--- config.mk ---
export PLATFORM = sky130hd
export DESIGN_NAME = keypad_scanner
export DESIGN_NICKNAME = d
export VERILOG_FILES = /design/src/rtl/keypad_pkg.sv /design/src/rtl/keypad_debounce_fsm.sv /design/src/rtl/keypad_scanner.sv
export SDC_FILE = /design/constraint.sdc
export NUM_CORES = 1
export LEC_CHECK = 0
export ABC_AREA = 1
export CORE_ASPECT_RATIO = 1.4
export CORE_UTILIZATION = 45
export DETAILED_ROUTE_END_ITERATION = 8
export PLACE_DENSITY = 0.74
export REMOVE_ABC_BUFFERS = 1
export SLEW_MARGIN = 20
export SYNTH_ARGS = -nofsm -noshare
export SYNTH_HDL_FRONTEND = slang
export SYNTH_SLANG_ARGS = --single-unit
--- constraint.sdc ---
create_clock -name clk -period 5.8 [get_ports clk]
set_input_delay 0.87 -clock clk [delete_from_list [all_inputs] [get_ports clk]]
set_output_delay 0.87 -clock clk [all_outputs]
set_load 0.02 [all_outputs]
--- src/rtl/keypad_pkg.sv ---
// Shared definitions for the 4x4 keypad scanner.
//   - kp_state_e : debounce FSM states
//   - KEY_MAP    : hex code per (row, column), indexed KEY_MAP[row][col]
//   - *_DEF      : default parameter values
package keypad_pkg;

  typedef enum logic [1:0] {
    IDLE     = 2'd0,
    DEBOUNCE = 2'd1,
    PRESSED  = 2'd2,
    RELEASE  = 2'd3
  } kp_state_e;

  localparam int SCAN_DIV_DEF       = 50000;
  localparam int DEBOUNCE_SCANS_DEF = 4;
  localparam int REPEAT_SCANS_DEF   = 100;

  // One 16-bit word per row (row 3 in the MSBs), one nibble per column
  // (column 0 in the LSBs of each word).
  //   r0: 1 2 3 A   r1: 4 5 6 B   r2: 7 8 9 C   r3: 0 F E D
  localparam logic [3:0][3:0][3:0] KEY_MAP = {16'hDEF0, 16'hC987, 16'hB654, 16'hA321};

endpackage

--- src/rtl/keypad_debounce_fsm.sv ---
// Debounce / key-acceptance FSM. Evaluates once per full keypad scan.
// Ports:
//   clk, rst        clock, async active-high reset
//   clr_i           synchronous clear of value_o
//   scan_end_i      one-cycle strobe on the tick that ends a full scan
//   hit_i, code_i   scan result (valid with scan_end_i)
//   key_code_o      code of the last accepted key
//   key_valid_o     one-cycle pulse per accepted key
//   key_down_o      high while a debounced key is held
//   value_o         last four accepted digits, oldest in the MSBs
// Optional build macro KEYPAD_AUTOREPEAT_EN: re-accepts a held key every
// REPEAT_SCANS scans while in PRESSED.
module keypad_debounce_fsm
  import keypad_pkg::*;
#(
  parameter int DEBOUNCE_SCANS = DEBOUNCE_SCANS_DEF
`ifdef KEYPAD_AUTOREPEAT_EN
 ,parameter int REPEAT_SCANS   = REPEAT_SCANS_DEF
`endif
) (
  input  logic        clk,
  input  logic        rst,
  input  logic        clr_i,
  input  logic        scan_end_i,
  input  logic        hit_i,
  input  logic [3:0]  code_i,
  output logic [3:0]  key_code_o,
  output logic        key_valid_o,
  output logic        key_down_o,
  output logic [15:0] value_o
);

  localparam int CW = $clog2(DEBOUNCE_SCANS + 1);

  kp_state_e      state_q, state_d;
  logic [CW-1:0]  cnt_q, cnt_d, cnt_inc;
  logic [3:0]     cand_q, cand_d;
  logic [3:0]     key_code_q, key_code_d;
  logic           key_valid_q;
  logic [15:0]    value_q, value_d;
  logic           accept;
  logic           same_key;

`ifdef KEYPAD_AUTOREPEAT_EN
  localparam int RW = $clog2(REPEAT_SCANS + 1);
  logic [RW-1:0]  rep_q, rep_d, rep_inc;
  assign rep_inc = rep_q + 1'b1;
`endif

  assign cnt_inc  = cnt_q + 1'b1;
  assign same_key = hit_i && (code_i == cand_q);

  always_comb begin
    state_d = state_q;
    cnt_d   = cnt_q;
    cand_d  = cand_q;
    accept  = 1'b0;
`ifdef KEYPAD_AUTOREPEAT_EN
    rep_d   = rep_q;
`endif
    if (scan_end_i) begin
      unique case (state_q)
        IDLE: if (hit_i) begin
          cand_d  = code_i;
          cnt_d   = CW'(1);
          state_d = DEBOUNCE;
        end
        DEBOUNCE: if (same_key) begin
          cnt_d = cnt_inc;
          if (cnt_inc == CW'(DEBOUNCE_SCANS)) begin
            state_d = PRESSED;
            accept  = 1'b1;
`ifdef KEYPAD_AUTOREPEAT_EN
            rep_d   = '0;
`endif
          end
        end else begin
          cnt_d   = '0;
          state_d = IDLE;
        end
        PRESSED: if (!hit_i) begin
          cnt_d   = CW'(1);
          state_d = RELEASE;
        end
`ifdef KEYPAD_AUTOREPEAT_EN
        else if (same_key) begin
          if (rep_inc == RW'(REPEAT_SCANS)) begin
            accept = 1'b1;
            rep_d  = '0;
          end else begin
            rep_d  = rep_inc;
          end
        end
`endif
        RELEASE: if (hit_i) begin
          // Bounce during release: back to held, no new acceptance.
          state_d = PRESSED;
`ifdef KEYPAD_AUTOREPEAT_EN
          rep_d   = '0;
`endif
        end else if (cnt_inc == CW'(DEBOUNCE_SCANS)) begin
          cnt_d   = '0;
          state_d = IDLE;
        end else begin
          cnt_d   = cnt_inc;
        end
        default: state_d = IDLE;
      endcase
    end
  end

  // Output side: acceptance lands one cycle after the deciding tick.
  // clr in the same cycle as an acceptance leaves only the new digit.
  always_comb begin
    key_code_d = key_code_q;
    value_d    = value_q;
    if (clr_i) value_d = 16'h0000;
    if (accept) begin
      key_code_d = cand_q;
      value_d    = clr_i ? {12'h000, cand_q} : {value_q[11:0], cand_q};
    end
  end

  always_ff @(posedge clk or posedge rst) begin
    if (rst) begin
      state_q     <= IDLE;
      cnt_q       <= '0;
      cand_q      <= 4'h0;
      key_code_q  <= 4'h0;
      key_valid_q <= 1'b0;
      value_q     <= 16'h0000;
`ifdef KEYPAD_AUTOREPEAT_EN
      rep_q       <= '0;
`endif
    end else begin
      state_q     <= state_d;
      cnt_q       <= cnt_d;
      cand_q      <= cand_d;
      key_code_q  <= key_code_d;
      key_valid_q <= accept;
      value_q     <= value_d;
`ifdef KEYPAD_AUTOREPEAT_EN
      rep_q       <= rep_d;
`endif
    end
  end

  assign key_code_o  = key_code_q;
  assign key_valid_o = key_valid_q;
  assign key_down_o  = (state_q == PRESSED) || (state_q == RELEASE);
  assign value_o     = value_q;

endmodule

--- src/rtl/keypad_scanner.sv ---
// 4x4 matrix keypad scanner: row synchronizer, column scan, scan-result
// encoder, and a debounce FSM producing accepted hex digits.
// Ports:
//   clk, rst   clock, async active-high reset
//   row[3:0]   active-low keypad rows (asynchronous to clk)
//   clr        synchronous clear of value
//   col[3:0]   active-low column drive, one column low at a time
//   key_code   code of last accepted key
//   key_valid  one-cycle pulse per accepted key
//   key_down   high while a debounced key is held
//   value      last four accepted digits, oldest in the MSBs
// Optional build macro KEYPAD_AUTOREPEAT_EN enables auto-repeat.
module keypad_scanner
  import keypad_pkg::*;
#(
  parameter int SCAN_DIV       = SCAN_DIV_DEF,
  parameter int DEBOUNCE_SCANS = DEBOUNCE_SCANS_DEF,
  parameter int REPEAT_SCANS   = REPEAT_SCANS_DEF
) (
  input  logic        clk,
  input  logic        rst,
  input  logic [3:0]  row,
  input  logic        clr,
  output logic [3:0]  col,
  output logic [3:0]  key_code,
  output logic        key_valid,
  output logic        key_down,
  output logic [15:0] value
);

  if (SCAN_DIV < 4) begin : g_bad_scan_div
    $error("keypad_scanner: SCAN_DIV must be >= 4");
  end
  if (DEBOUNCE_SCANS < 2) begin : g_bad_debounce
    $error("keypad_scanner: DEBOUNCE_SCANS must be >= 2");
  end
  if (REPEAT_SCANS < 1) begin : g_bad_repeat
    $error("keypad_scanner: REPEAT_SCANS must be >= 1");
  end

  localparam int DW = $clog2(SCAN_DIV);

  logic [3:0]    row_s1_q, row_s2_q;
  logic [DW-1:0] div_q;
  logic [1:0]    col_idx_q;
  logic          tick, scan_end;
  logic          col_hit;
  logic [3:0]    col_code;
  logic          acc_hit_q;
  logic [3:0]    acc_code_q;
  logic          scan_hit;
  logic [3:0]    scan_code;

  // Two-flop synchronizer; idle rows read high.
  always_ff @(posedge clk or posedge rst) begin
    if (rst) begin
      row_s1_q <= 4'hF;
      row_s2_q <= 4'hF;
    end else begin
      row_s1_q <= row;
      row_s2_q <= row_s1_q;
    end
  end

  assign tick     = (div_q == DW'(SCAN_DIV - 1));
  assign scan_end = tick && (col_idx_q == 2'd3);

  always_ff @(posedge clk or posedge rst) begin
    if (rst) begin
      div_q     <= '0;
      col_idx_q <= 2'd0;
    end else if (tick) begin
      div_q     <= '0;
      col_idx_q <= col_idx_q + 2'd1;
    end else begin
      div_q     <= div_q + 1'b1;
    end
  end

  assign col = ~(4'b0001 << col_idx_q);

  // Lowest low row in the current column wins (loop runs high to low so
  // the last assignment is the lowest row).
  always_comb begin
    col_hit  = 1'b0;
    col_code = 4'h0;
    for (int r = 3; r >= 0; r--) begin
      if (!row_s2_q[r]) begin
        col_hit  = 1'b1;
        col_code = KEY_MAP[r][col_idx_q];
      end
    end
  end

  // Earlier columns take priority: keep the first hit seen in this scan.
  assign scan_hit  = acc_hit_q | col_hit;
  assign scan_code = acc_hit_q ? acc_code_q : col_code;

  always_ff @(posedge clk or posedge rst) begin
    if (rst) begin
      acc_hit_q  <= 1'b0;
      acc_code_q <= 4'h0;
    end else if (scan_end) begin
      acc_hit_q  <= 1'b0;
      acc_code_q <= 4'h0;
    end else if (tick && !acc_hit_q && col_hit) begin
      acc_hit_q  <= 1'b1;
      acc_code_q <= col_code;
    end
  end

  keypad_debounce_fsm #(
    .DEBOUNCE_SCANS (DEBOUNCE_SCANS)
`ifdef KEYPAD_AUTOREPEAT_EN
   ,.REPEAT_SCANS   (REPEAT_SCANS)
`endif
  ) u_fsm (
    .clk         (clk),
    .rst         (rst),
    .clr_i       (clr),
    .scan_end_i  (scan_end),
    .hit_i       (scan_hit),
    .code_i      (scan_code),
    .key_code_o  (key_code),
    .key_valid_o (key_valid),
    .key_down_o  (key_down),
    .value_o     (value)
  );

endmodule
* Word level (Yosys, flattened, before mapping) *
Cells that the tools add are included.

operators by class
  equal/unequal tests = 12
  order comparisons = 1
  multiplexer cells = 42
  shift operators = 1
  add/subtract/negate cells = 3
  bitwise gates (word level) = 2
  reductions and logical operators = 12

operators by type and width
  operator                                            number
  2-to-1 mux 16 bit                                   4
  2-to-1 mux 4 bit                                    11
  binary-select mux 4 bit (select 2 bit)              4
  adder 16 x 1 -> 16 bit, second input constant       1
  equality test 16 bit, second input constant         1
  2-to-1 mux 3 bit                                    5
  2-to-1 mux 2 bit                                    6
  one-hot mux 3 bit (4 select lines)                  1
  2-to-1 mux 1 bit                                    10
  one-hot mux 2 bit (4 select lines)                  1
  equality test 2 bit, second input constant          3
  AND reduction 5 bit                                 1
  equality test 4 bit                                 1
  logical AND 1 bit                                   4
  != test 2 bit, second input constant                2
  NOT 4 bit                                           1
  AND reduction 4 bit                                 1
  nonzero test 2 bit                                  2
  << shifter 1 x 2 -> 4 bit, first input constant     1
  adder 3 x 1 -> 3 bit, second input constant         1
  equality test 3 bit, second input constant          1
  < comparator 2 x 3 -> 1 bit, second input constant  1
  != test 3 x 1 -> 1 bit, second input constant       1
  != test 3 bit, second input constant                1
  other kinds (8)                                     8

storage, ports and cells
  input bits = 7
  logic and storage cells = 85
  output and inout bits = 26
  register bits = 61

* Longest topological paths before layout *
Gate-level depths: netlist (run 1).

  depth after elaboration = 13
  mapped depth = 16

* Modules after synthesis *
A second synthesis (run 1) with hierarchy kept.

unflattened totals
  cells, all modules = 405
  area, all modules = 3245.6 sq um

by module, submodules not included
  module               cells each  sequential area each (sq um)  instances  area an instance (sq um)
  keypad_scanner       218         785.8                         1          1752.9
  keypad_debounce_fsm  187         750.7                         1          1492.7

* Worst setup path before layout (run 1) *
No wires, ideal clock.

  kind = register to register
  start = register col_idx_q[0]
  end = register u_fsm.value_q[8] (netlist: u_fsm.value_o[8])
  arrival = 1.851 ns
  path buffers = 1
  library setup time = 0.127 ns
  stages on the path, launching flop included = 16
  slack = 3.822 ns
  path through = dfrtp_1 > inv_1 > ha_1 > inv_1 > nand2_1 > nand2_1 > nand3_1 > nand3_1 > nand2_1 > inv_1 > nand2_1 > nor2_2 > nand2_4 > buf_6 > nand3_1 > o21ai_0

on the way
  word-level cells in the longest chain between the ends = 13

RTL lines
  what                                                     RTL line                    source
  start, declared                                          keypad_scanner.sv:45        logic [1:0] col_idx_q;
  start signal, assigned                                   keypad_scanner.sv:74        col_idx_q <= col_idx_q + 2'd1;
  binary-select mux 4 bit (select 2 bit)                   keypad_scanner.sv:90        col_code = KEY_MAP[r][col_idx_q];
  2-to-1 mux 4 bit (not written as such)                   keypad_scanner.sv:90
  2-to-1 mux 4 bit (4 in a row)                            keypad_scanner.sv:88        if (!row_s2_q[r]) begin
  2-to-1 mux 4 bit                                         keypad_scanner.sv:97        assign scan_code = acc_hit_q ? acc_code_q : col_code;
  equality test 4 bit                                      keypad_debounce_fsm.sv:51   assign same_key = hit_i && (code_i == cand_q);
  logical AND 1 bit                                        keypad_debounce_fsm.sv:51
  2-to-1 mux 1 bit                                         keypad_debounce_fsm.sv:68   DEBOUNCE: if (same_key) begin
  2-to-1 mux 1 bit                                         keypad_debounce_fsm.sv:62   unique case (state_q)
  2-to-1 mux 1 bit *                                       keypad_debounce_fsm.sv:61   if (scan_end_i) begin
  2-to-1 mux 16 bit or nonzero test 2 bit (tied branches)  n/a
  end signal, assigned                                     keypad_debounce_fsm.sv:141  value_q <= value_d;
  end, declared                                            keypad_debounce_fsm.sv:40   logic [15:0] value_q, value_d;

Every way passes the cells marked *; elsewhere a longest branch is shown, timed or not. The select of a mux whose other input is x is not followed.
A chain may end at the register's enable or synchronous reset.

* Final worst setup path (run 1) *
  start = register col_idx_q[0]
  end = output col[3]

on the way
  word-level cells in the longest chain between the ends = 2

RTL lines
  what                       RTL line              source
  << shifter 1 x 2 -> 4 bit  keypad_scanner.sv:80  assign col = ~(4'b0001 << col_idx_q);
  NOT 4 bit                  keypad_scanner.sv:80
  end, declared              keypad_scanner.sv:24  output logic [3:0] col,

No other way between the ends.

==> results of run 1 <==
cells by family (layout without fill, tap and decap cells):
kind of cell	count (synthesis)	in the layout
xor+xnor	4	4
buf+inv	61	103
flops	61	61
simple gates	175	175
compound gates	51	51
fa+ha+maj	10	10
worst paths after layout:
kind	startpoint	to	slack, ps
worst max-delay path	col_idx_q[0]	col[3]	3040
worst min-delay path	row_s1_q[2]	row_s2_q[2]	360
worst max register to register	col_idx_q[0]	u_fsm.value_o[7]	3430
worst min register to register	row_s1_q[2]	row_s2_q[2]	360
max in group asynchronous	rst	div_q[8]	4250
min in group asynchronous	rst	u_fsm.value_o[4]	1060
synth_stat cells (2+ instances only):
master and n:
sky130_fd_sc_hd__o21ai_0 16, sky130_fd_sc_hd__buf_6 2, sky130_fd_sc_hd__xor2_1 3, sky130_fd_sc_hd__ha_1 10, sky130_fd_sc_hd__inv_1 53, sky130_fd_sc_hd__a21oi_1 20
sky130_fd_sc_hd__nand3_2 2, sky130_fd_sc_hd__nand2_1 84, sky130_fd_sc_hd__dfrtp_1 53, sky130_fd_sc_hd__dfstp_2 8, sky130_fd_sc_hd__or2_2 2, sky130_fd_sc_hd__o21ai_2 4
sky130_fd_sc_hd__nor2_2 3, sky130_fd_sc_hd__o21ai_1 5, sky130_fd_sc_hd__nand2_2 3, sky130_fd_sc_hd__nand3_1 41, sky130_fd_sc_hd__nand4_1 4, sky130_fd_sc_hd__clkbuf_1 2
sky130_fd_sc_hd__nor2_1 28, sky130_fd_sc_hd__clkbuf_8 2, sky130_fd_sc_hd__nor3_1 3
worst register-to-register path, stage by stage, from the launching register on:
cell	delay, ps
sky130_fd_sc_hd__dfrtp_1	450
sky130_fd_sc_hd__inv_1	120
sky130_fd_sc_hd__ha_1	330
sky130_fd_sc_hd__nor2_1	50
sky130_fd_sc_hd__nor2_1	80
sky130_fd_sc_hd__nand2_1	70
sky130_fd_sc_hd__nand3_1	90
sky130_fd_sc_hd__nand2_1	80
sky130_fd_sc_hd__nand2_1	60
sky130_fd_sc_hd__nand2_1	60
sky130_fd_sc_hd__inv_1	50
sky130_fd_sc_hd__nand2_1	70
sky130_fd_sc_hd__nor2_2	170
sky130_fd_sc_hd__nand2_4	240
sky130_fd_sc_hd__nor2_4	260
sky130_fd_sc_hd__nand2_1	80
sky130_fd_sc_hd__nand2_1	60
per-layer routing:
metal / vias up / routed length, um
met3: 21 / 238
li1: 1235 / -
met2: 49 / 2880
met5: - / 0
met4: 0 / 206
met1: 1114 / 2510
per-stage QoR:
step / instances / cell area [um^2] / utilization / worst slack [ps]
2_1_floorplan: 355 / 2970 / - / 3430
3_3_place_gp: 462 / 3390 / 0.519 / 3460
3_5_place_dp: 462 / 3390 / 0.519 / 3440
4_1_cts: 478 / 3590 / 0.551 / 3050
5_1_grt: 478 / 3590 / 0.551 / 2970
6_report: 478 / 3590 / 0.551 / 3040
power breakdown:
| group | internal, mW | switching (mW) |
|---|---|---|
| logic | 0.00762 | 0.0183 |
| clock network | 0.212 | 0.180 |
| registers | 0.430 | 0.00215 |
| total | 0.650 | 0.201 |
flip-flops by register name (all words and copies together), names as in the netlist:
signal / cells
acc_code_q: 4
div_q: 16
u_fsm.cand_q: 4
u_fsm.value_o: 16
u_fsm.cnt_q: 3
row_s2_q: 4
row_s1_q: 4
u_fsm.key_code_o: 4
acc_hit_q: 1
col_idx_q: 2
u_fsm.state_q: 2
u_fsm.key_valid_o: 1
cell type report:
type	count	area (um^2)	area share
Sequential cell	61	1540	0.428
Tap cell	74	92.6	0.0258
Inverter	54	203	0.0564
Timing Repair Buffer	33	328	0.0912
Multi-Input combinational cell	240	1230	0.341
Clock buffer	10	138	0.0383
Clock inverter	6	70.1	0.0195
==> flow_summary.rst, run 1 <==
.. list-table::
   :header-rows: 1

   * - Metric
     - Value
   * - Status
     - complete, but fails checks
   * - Violated checks
     - DRC
   * - Worst-Margin Slew
     - 746 ps
   * - Layout-stage area growth over the synthesis result
     - 18.7%
   * - # H-tree levels
     - 3
   * - Number of buffer cells added on primary ports
     - 32
   * - Global routing met3 resource utilization
     - 0.0532
   * - Layer with the highest usage
     - met2
   * - Leakage component of the power
     - 1.78 nW
   * - Dominant synthesized flop cell
     - sky130_fd_sc_hd__dfrtp_1
   * - Vias per cell
     - 5.06
   * - Type of destination of the critical path
     - output pin
   * - Data arrival time of the worst path
     - 1890 ps
   * - Wirelength per Cell
     - 12.2 um
   * - DRC errors left
     - 5
   * - Share of synthesized area occupied by flip-flops and latches
     - 0.508
   * - RSZ-0062 raised after global routing
     - false
   * - Count of cell types in the netlist
     - 35
   * - Hold WS
     - 356 ps
   * - Pin count of the biggest net entering global routing
     - 62
   * - Design Power
     - 850 uW
   * - Category of the most critical setup path
     - flop to output pin
   * - Main combinational cell family by area after synthesis
     - simple AND/OR/NAND/NOR gates
   * - Filler Cells Inserted
     - 595
   * - Max Clock Freq
     - 362 MHz
   * - Adder-cell area share of the yosys netlist
     - 0.0413
   * - Max-slew violation count
     - 0
   * - Number of antenna violations at the first check in global routing
     - 0
   * - Final estimated routing congestion in global placement
     - 0.847
   * - Worst slew slack as a fraction of its limit
     - 0.503
   * - CTS tree
     - yes
   * - Clock input transition at the sequential cells of the worst setup and hold paths
     - 70 ps
   * - EDFF count, synth
     - 0
   * - Number of storage elements in the synthesis netlist
     - 61
   * - Final critical delay including setup and external delays
     - 2760 ps
   * - Number of buffers inserted for hold repair after clock tree synthesis
     - 0
   * - Portion of synthesized cell area occupied by the leading cell type
     - 0.438
   * - Proportion of synthesized area in mux cells
     - 0
   * - CTS root buf
     - sky130_fd_sc_hd__clkbuf_8
   * - Cell types occupying the most area after synthesis
     - sky130_fd_sc_hd__dfrtp_1 44%, sky130_fd_sc_hd__nand2_1 10%, sky130_fd_sc_hd__dfstp_2 6.9%
   * - Delay of the slowest cell on the worst path
     - 630 ps
   * - Most common library cell in the layout ignoring fill and taps
     - sky130_fd_sc_hd__nand2_1
   * - Cell count after synthesis
     - 362
   * - Worst hold path stage count
     - 0
   * - Hold Fails Final Rpt
     - 0
   * - Met1 capacity usage during global routing
     - 0.213
   * - TritonCTS sink count
     - 61
   * - Number of stages on the worst setup path
     - 3
   * - Global route overflow
     - 0
   * - Starting DRT DRC Count
     - 98
   * - Setup Skew
     - 7.32 ps
   * - Crit-path max FO
     - 6
   * - Simple-gate portion of the synthesized area
     - 0.258
   * - Post-CTS Setup Inserts
     - 0
   * - Synth area leader
     - sky130_fd_sc_hd__dfrtp_1
   * - Data required time of the worst path
     - 4930 ps
   * - Number of nets with antenna violations after routing
     - 0
   * - Grt met2 use
     - 0.321
   * - Area enclosed by the die boundary
     - 7060 um^2
   * - Drt first pass iters
     - 6
   * - Half-perimeter wire length of the detailed placement result
     - 4.10 mm
   * - Number of I/O pins
     - 33
   * - All-layer global routing usage
     - 0.190
   * - Slowest CP cell
     - sky130_fd_sc_hd__clkdlybuf4s50_1
   * - Die height
     - 99.0 um
   * - Power density over cell area
     - 237 nW/um^2
   * - Antenna diode count
     - 0
   * - Share of final-layout standard cells stronger than drive strength 1
     - 0.109
   * - CP Launch Type
     - flop
   * - Resize count post-CTS
     - 0
   * - Post-route fraction of the period consumed by the critical path
     - 0.476
   * - Max cap viols
     - 0
   * - Number of global-route vias before repair
     - 2412
   * - Max clock buf depth
     - 2
   * - Leading cell types in the layout, fill and taps excluded
     - 84 x sky130_fd_sc_hd__nand2_1, 53 x sky130_fd_sc_hd__dfrtp_1, 52 x sky130_fd_sc_hd__inv_1
   * - Net count reported at finish
     - 416
   * - Cell area after technology mapping
     - 3030 um^2
   * - Std cell rows
     - 35
   * - Global-route wire length before repair
     - 10.3 mm
   * - Total via count after detailed routing
     - 2419
   * - Floorplan core area
     - 6530 um^2
   * - TritonCTS Buffers
     - 9
   * - Sum of routed wire length over all layers
     - 5.84 mm
   * - Crit path cell chain
     - ha_1, inv_1, clkdlybuf4s50_1
   * - Number of failing setup endpoints in the final timing report
     - 0
   * - Max IR drop VDD
     - 0.000194 V
   * - Top delay family on crit path
     - buffers and inverters
   * - Area fraction in compound gates after synthesis
     - 0.0947
   * - Warnings, synthesis
     - 0
   * - Async set-reset flop share out of synthesis
     - 1.00
   * - Avg Cell Area, Syn
     - 8.36 um^2
   * - Xor/xnor share of the synthesized area
     - 0.0116
   * - Clock latency of the later-clocked register in the worst-skew pair
     - 350 ps
   * - Critical path buffers and inverters
     - 2
   * - Die Width
     - 71.3 um
   * - Initial Utilization
     - 0.464
   * - Worst-case reg-to-reg path depth
     - 16
   * - Worst min-delay path category
     - flop to flop
   * - Setup Total Neg Slack
     - 0 ps
(Power assumes the default switching activity.)
==> inputs of run 2 (changes only) <==
==> constraint.sdc (replaced) <==
create_clock -name clk -period 2.9 [get_ports clk]
set_input_delay 0.435 -clock clk [delete_from_list [all_inputs] [get_ports clk]]
set_output_delay 0.435 -clock clk [all_outputs]
set_load 0.02 [all_outputs]
==> flow_summary.rst, run 2 (synthesis gave the netlist of run 1 again) <==
.. list-table::
   :header-rows: 1

   * - Metric
     - Value
   * - Leakage component of the power
     - 1.79 nW
   * - Crit path cell chain
     - inv_1, ha_1, nor2_1, nor2_1, nand2_1, nand3_1, nand2_1, nand2_1, nand2_1, inv_1, nand2_1, nor2_2, nand2_4, nor2_4, nand2_1, nand2_1
   * - TritonCTS sink count
     - 61
   * - Most common library cell in the layout ignoring fill and taps
     - sky130_fd_sc_hd__nand2_1
   * - Top delay family on crit path
     - simple AND/OR/NAND/NOR gates
   * - Sw Share
     - 0.216
   * - R2r setup slk
     - 510 ps
   * - Max IR drop VDD
     - 0.000337 V
   * - Data required time of the worst path
     - 3170 ps
   * - Critical path buffers and inverters
     - 2
   * - Filler Cells Inserted
     - 614
   * - Delay of the slowest cell on the worst path
     - 450 ps
   * - Worst slew slack as a fraction of its limit
     - 0.597
   * - Status
     - complete, but fails checks
   * - Area enclosed by the die boundary
     - 7060 um^2
   * - Setup Total Neg Slack
     - 0 ps
   * - Resize count post-CTS
     - 0
   * - Final estimated routing congestion in global placement
     - 0.859
   * - Share of final-layout standard cells stronger than drive strength 1
     - 0.108
   * - Number of nets with antenna violations after routing
     - 0
   * - Clock latency of the later-clocked register in the worst-skew pair
     - 340 ps
   * - Number of buffers inserted for hold repair after clock tree synthesis
     - 0
   * - Type of destination of the critical path
     - flop
   * - Die height
     - 99.0 um
   * - Post-CTS Setup Inserts
     - 0
   * - Max cap viols
     - 0
   * - Setup Skew
     - 7.42 ps
   * - Final critical delay including setup and external delays
     - 2390 ps
   * - CTS tree
     - yes
   * - Violated checks
     - DRC
   * - Total via count after detailed routing
     - 2444
   * - Sum of routed wire length over all layers
     - 5.94 mm
   * - Floorplan core area
     - 6530 um^2
   * - Slowest CP cell
     - sky130_fd_sc_hd__dfrtp_1
   * - Clock share of power
     - 0.437
   * - Number of global-route vias before repair
     - 2338
   * - Antenna diode count
     - 0
   * - Number of buffer cells added on primary ports
     - 32
   * - Routed length on met2
     - 3.06 mm
   * - Worst Setup EP
     - u_fsm.value_o[10]
   * - Sequential group share of total power
     - 0.530
   * - Routed wl met3
     - 237 um
   * - Max clock buf depth
     - 2
   * - Data arrival time of the worst path
     - 2660 ps
   * - DRC errors left
     - 5
   * - Internal cell power
     - 1.28 mW
   * - Global route overflow
     - 0
   * - Worst-case reg-to-reg path depth
     - 16
   * - Footprint of the multi-input gates
     - 1230 um^2
   * - Number of antenna violations at the first check in global routing
     - 0
   * - Cell Area, Placed
     - 3400 um^2
   * - Worst min-delay path category
     - flop to flop
   * - Wirelength per Cell
     - 12.4 um
   * - All-layer global routing usage
     - 0.182
   * - Layout-stage area growth over the synthesis result
     - 18.7%
   * - Number of stages on the worst setup path
     - 16
   * - Number of I/O pins
     - 33
   * - Hold Fails Final Rpt
     - 0
   * - Clock input transition at the sequential cells of the worst setup and hold paths
     - 60 ps
   * - Finished Cell Area
     - 3590 um^2
   * - TritonCTS Buffers
     - 9
   * - # H-tree levels
     - 3
   * - Worst-Margin Slew
     - 604 ps
   * - Reg-to-Reg End
     - u_fsm.value_o[10]
   * - CP Launch Point
     - col_idx_q[0]
   * - CTS root buf
     - sky130_fd_sc_hd__clkbuf_8
   * - Half-perimeter wire length of the detailed placement result
     - 4.33 mm
   * - Die Width
     - 71.3 um
   * - Post-route fraction of the period consumed by the critical path
     - 0.826
   * - Vias per cell
     - 5.09
   * - Category of the most critical setup path
     - flop to flop
   * - Global-route wire length before repair
     - 9.90 mm
   * - Reg-to-Reg Start
     - col_idx_q[0]
   * - Combinational fraction of design power
     - 0.033
   * - Std cell rows
     - 35
   * - Net count reported at finish
     - 418
   * - Max Clock Freq
     - 418 MHz
   * - Starting DRT DRC Count
     - 109
   * - Sequential Area
     - 1540 um^2
   * - Post-route met1 wirelength
     - 2.48 mm
   * - Pin count of the biggest net entering global routing
     - 35
   * - Top layer in use
     - met4
   * - Initial Utilization
     - 0.464
   * - Leading cell types in the layout, fill and taps excluded
     - 84 x sky130_fd_sc_hd__nand2_1, 53 x sky130_fd_sc_hd__dfrtp_1, 52 x sky130_fd_sc_hd__inv_1
   * - RSZ-0062 raised after global routing
     - false
   * - Max-slew violation count
     - 0
   * - Drt first pass iters
     - 6
   * - Crit-path max FO
     - 34
   * - Crit-path most repeated cell
     - sky130_fd_sc_hd__nand2_1
   * - Net switching power of the design
     - 354 uW
   * - CP Launch Type
     - flop
   * - Number of failing setup endpoints in the final timing report
     - 0
   * - Power density over cell area
     - 455 nW/um^2
-- run 2: changes by cell type in the layout (fill, tap and decap cells not counted) --
| cell | delta |
|---|---|
| sky130_fd_sc_hd__clkinv_2 | +1 |
| sky130_fd_sc_hd__clkinvlp_4 | -3 |
| sky130_fd_sc_hd__clkbuf_1 | +2 |
| sky130_fd_sc_hd__inv_6 | -1 |
| sky130_fd_sc_hd__clkinv_4 | -1 |
| sky130_fd_sc_hd__bufinv_16 | -1 |
| sky130_fd_sc_hd__clkbuf_8 | +3 |
| sky130_fd_sc_hd__buf_4 | +2 |
-- run 2: per-layer routing --
metal	GRT usage	vias to the layer above
met5	0	-
met4	0.0908	0
met3	0.0419	12
met2	0.327	52
met1	0.196	1142
li1	-	1238
-- run 2: layout make-up --
| type | count | area share |
|---|---|---|
| multi-input combinational | 240 | 0.341 |
| inverter | 54 | 0.0564 |
| clock buffer | 15 | 0.0519 |
| clock inverter | 1 | 0.00139 |
| sequential | 61 | 0.428 |
| tap | 74 | 0.0258 |
| timing repair buffer | 35 | 0.0954 |
-- run 2: per-stage QoR --
stage               utilization  power (mW)  std cells  worst slack, ps  hold slack, ps
finish                    0.551        1.63        480              506             355
detailed placement        0.521       0.936        464              554             347
CTS                       0.551        1.65        480              531             356
global route              0.551        1.70        480              285             365
floorplan                     -       0.913        355              834             345
global placement          0.521       0.934        464              653             346
-- run 2: worst min path at each step --
stage	to	cells past startpoint	slack, ps	startpoint
after CTS	row_s2_q[0]	0	360	row_s1_q[0]
after floorplan	row_s2_q[0]	0	350	row_s1_q[0]
after global routing	row_s2_q[0]	0	370	row_s1_q[0]
after global placement	row_s2_q[1]	0	350	row_s1_q[1]
final	row_s2_q[0]	0	360	row_s1_q[0]
after detailed placement	row_s2_q[2]	0	350	row_s1_q[2]
-- run 2: power groups by stage --
| stage | Clock, mW | Sequential (mW) | Combinational (mW) |
|---|---|---|---|
| 2_1_floorplan | 0 | 0.880 | 0.0336 |
| 3_3_place_gp | 0 | 0.881 | 0.0535 |
| 3_5_place_dp | 0 | 0.881 | 0.0554 |
| 4_1_cts | 0.734 | 0.865 | 0.0556 |
| 5_1_grt | 0.776 | 0.866 | 0.0615 |
| 6_report | 0.715 | 0.866 | 0.0541 |
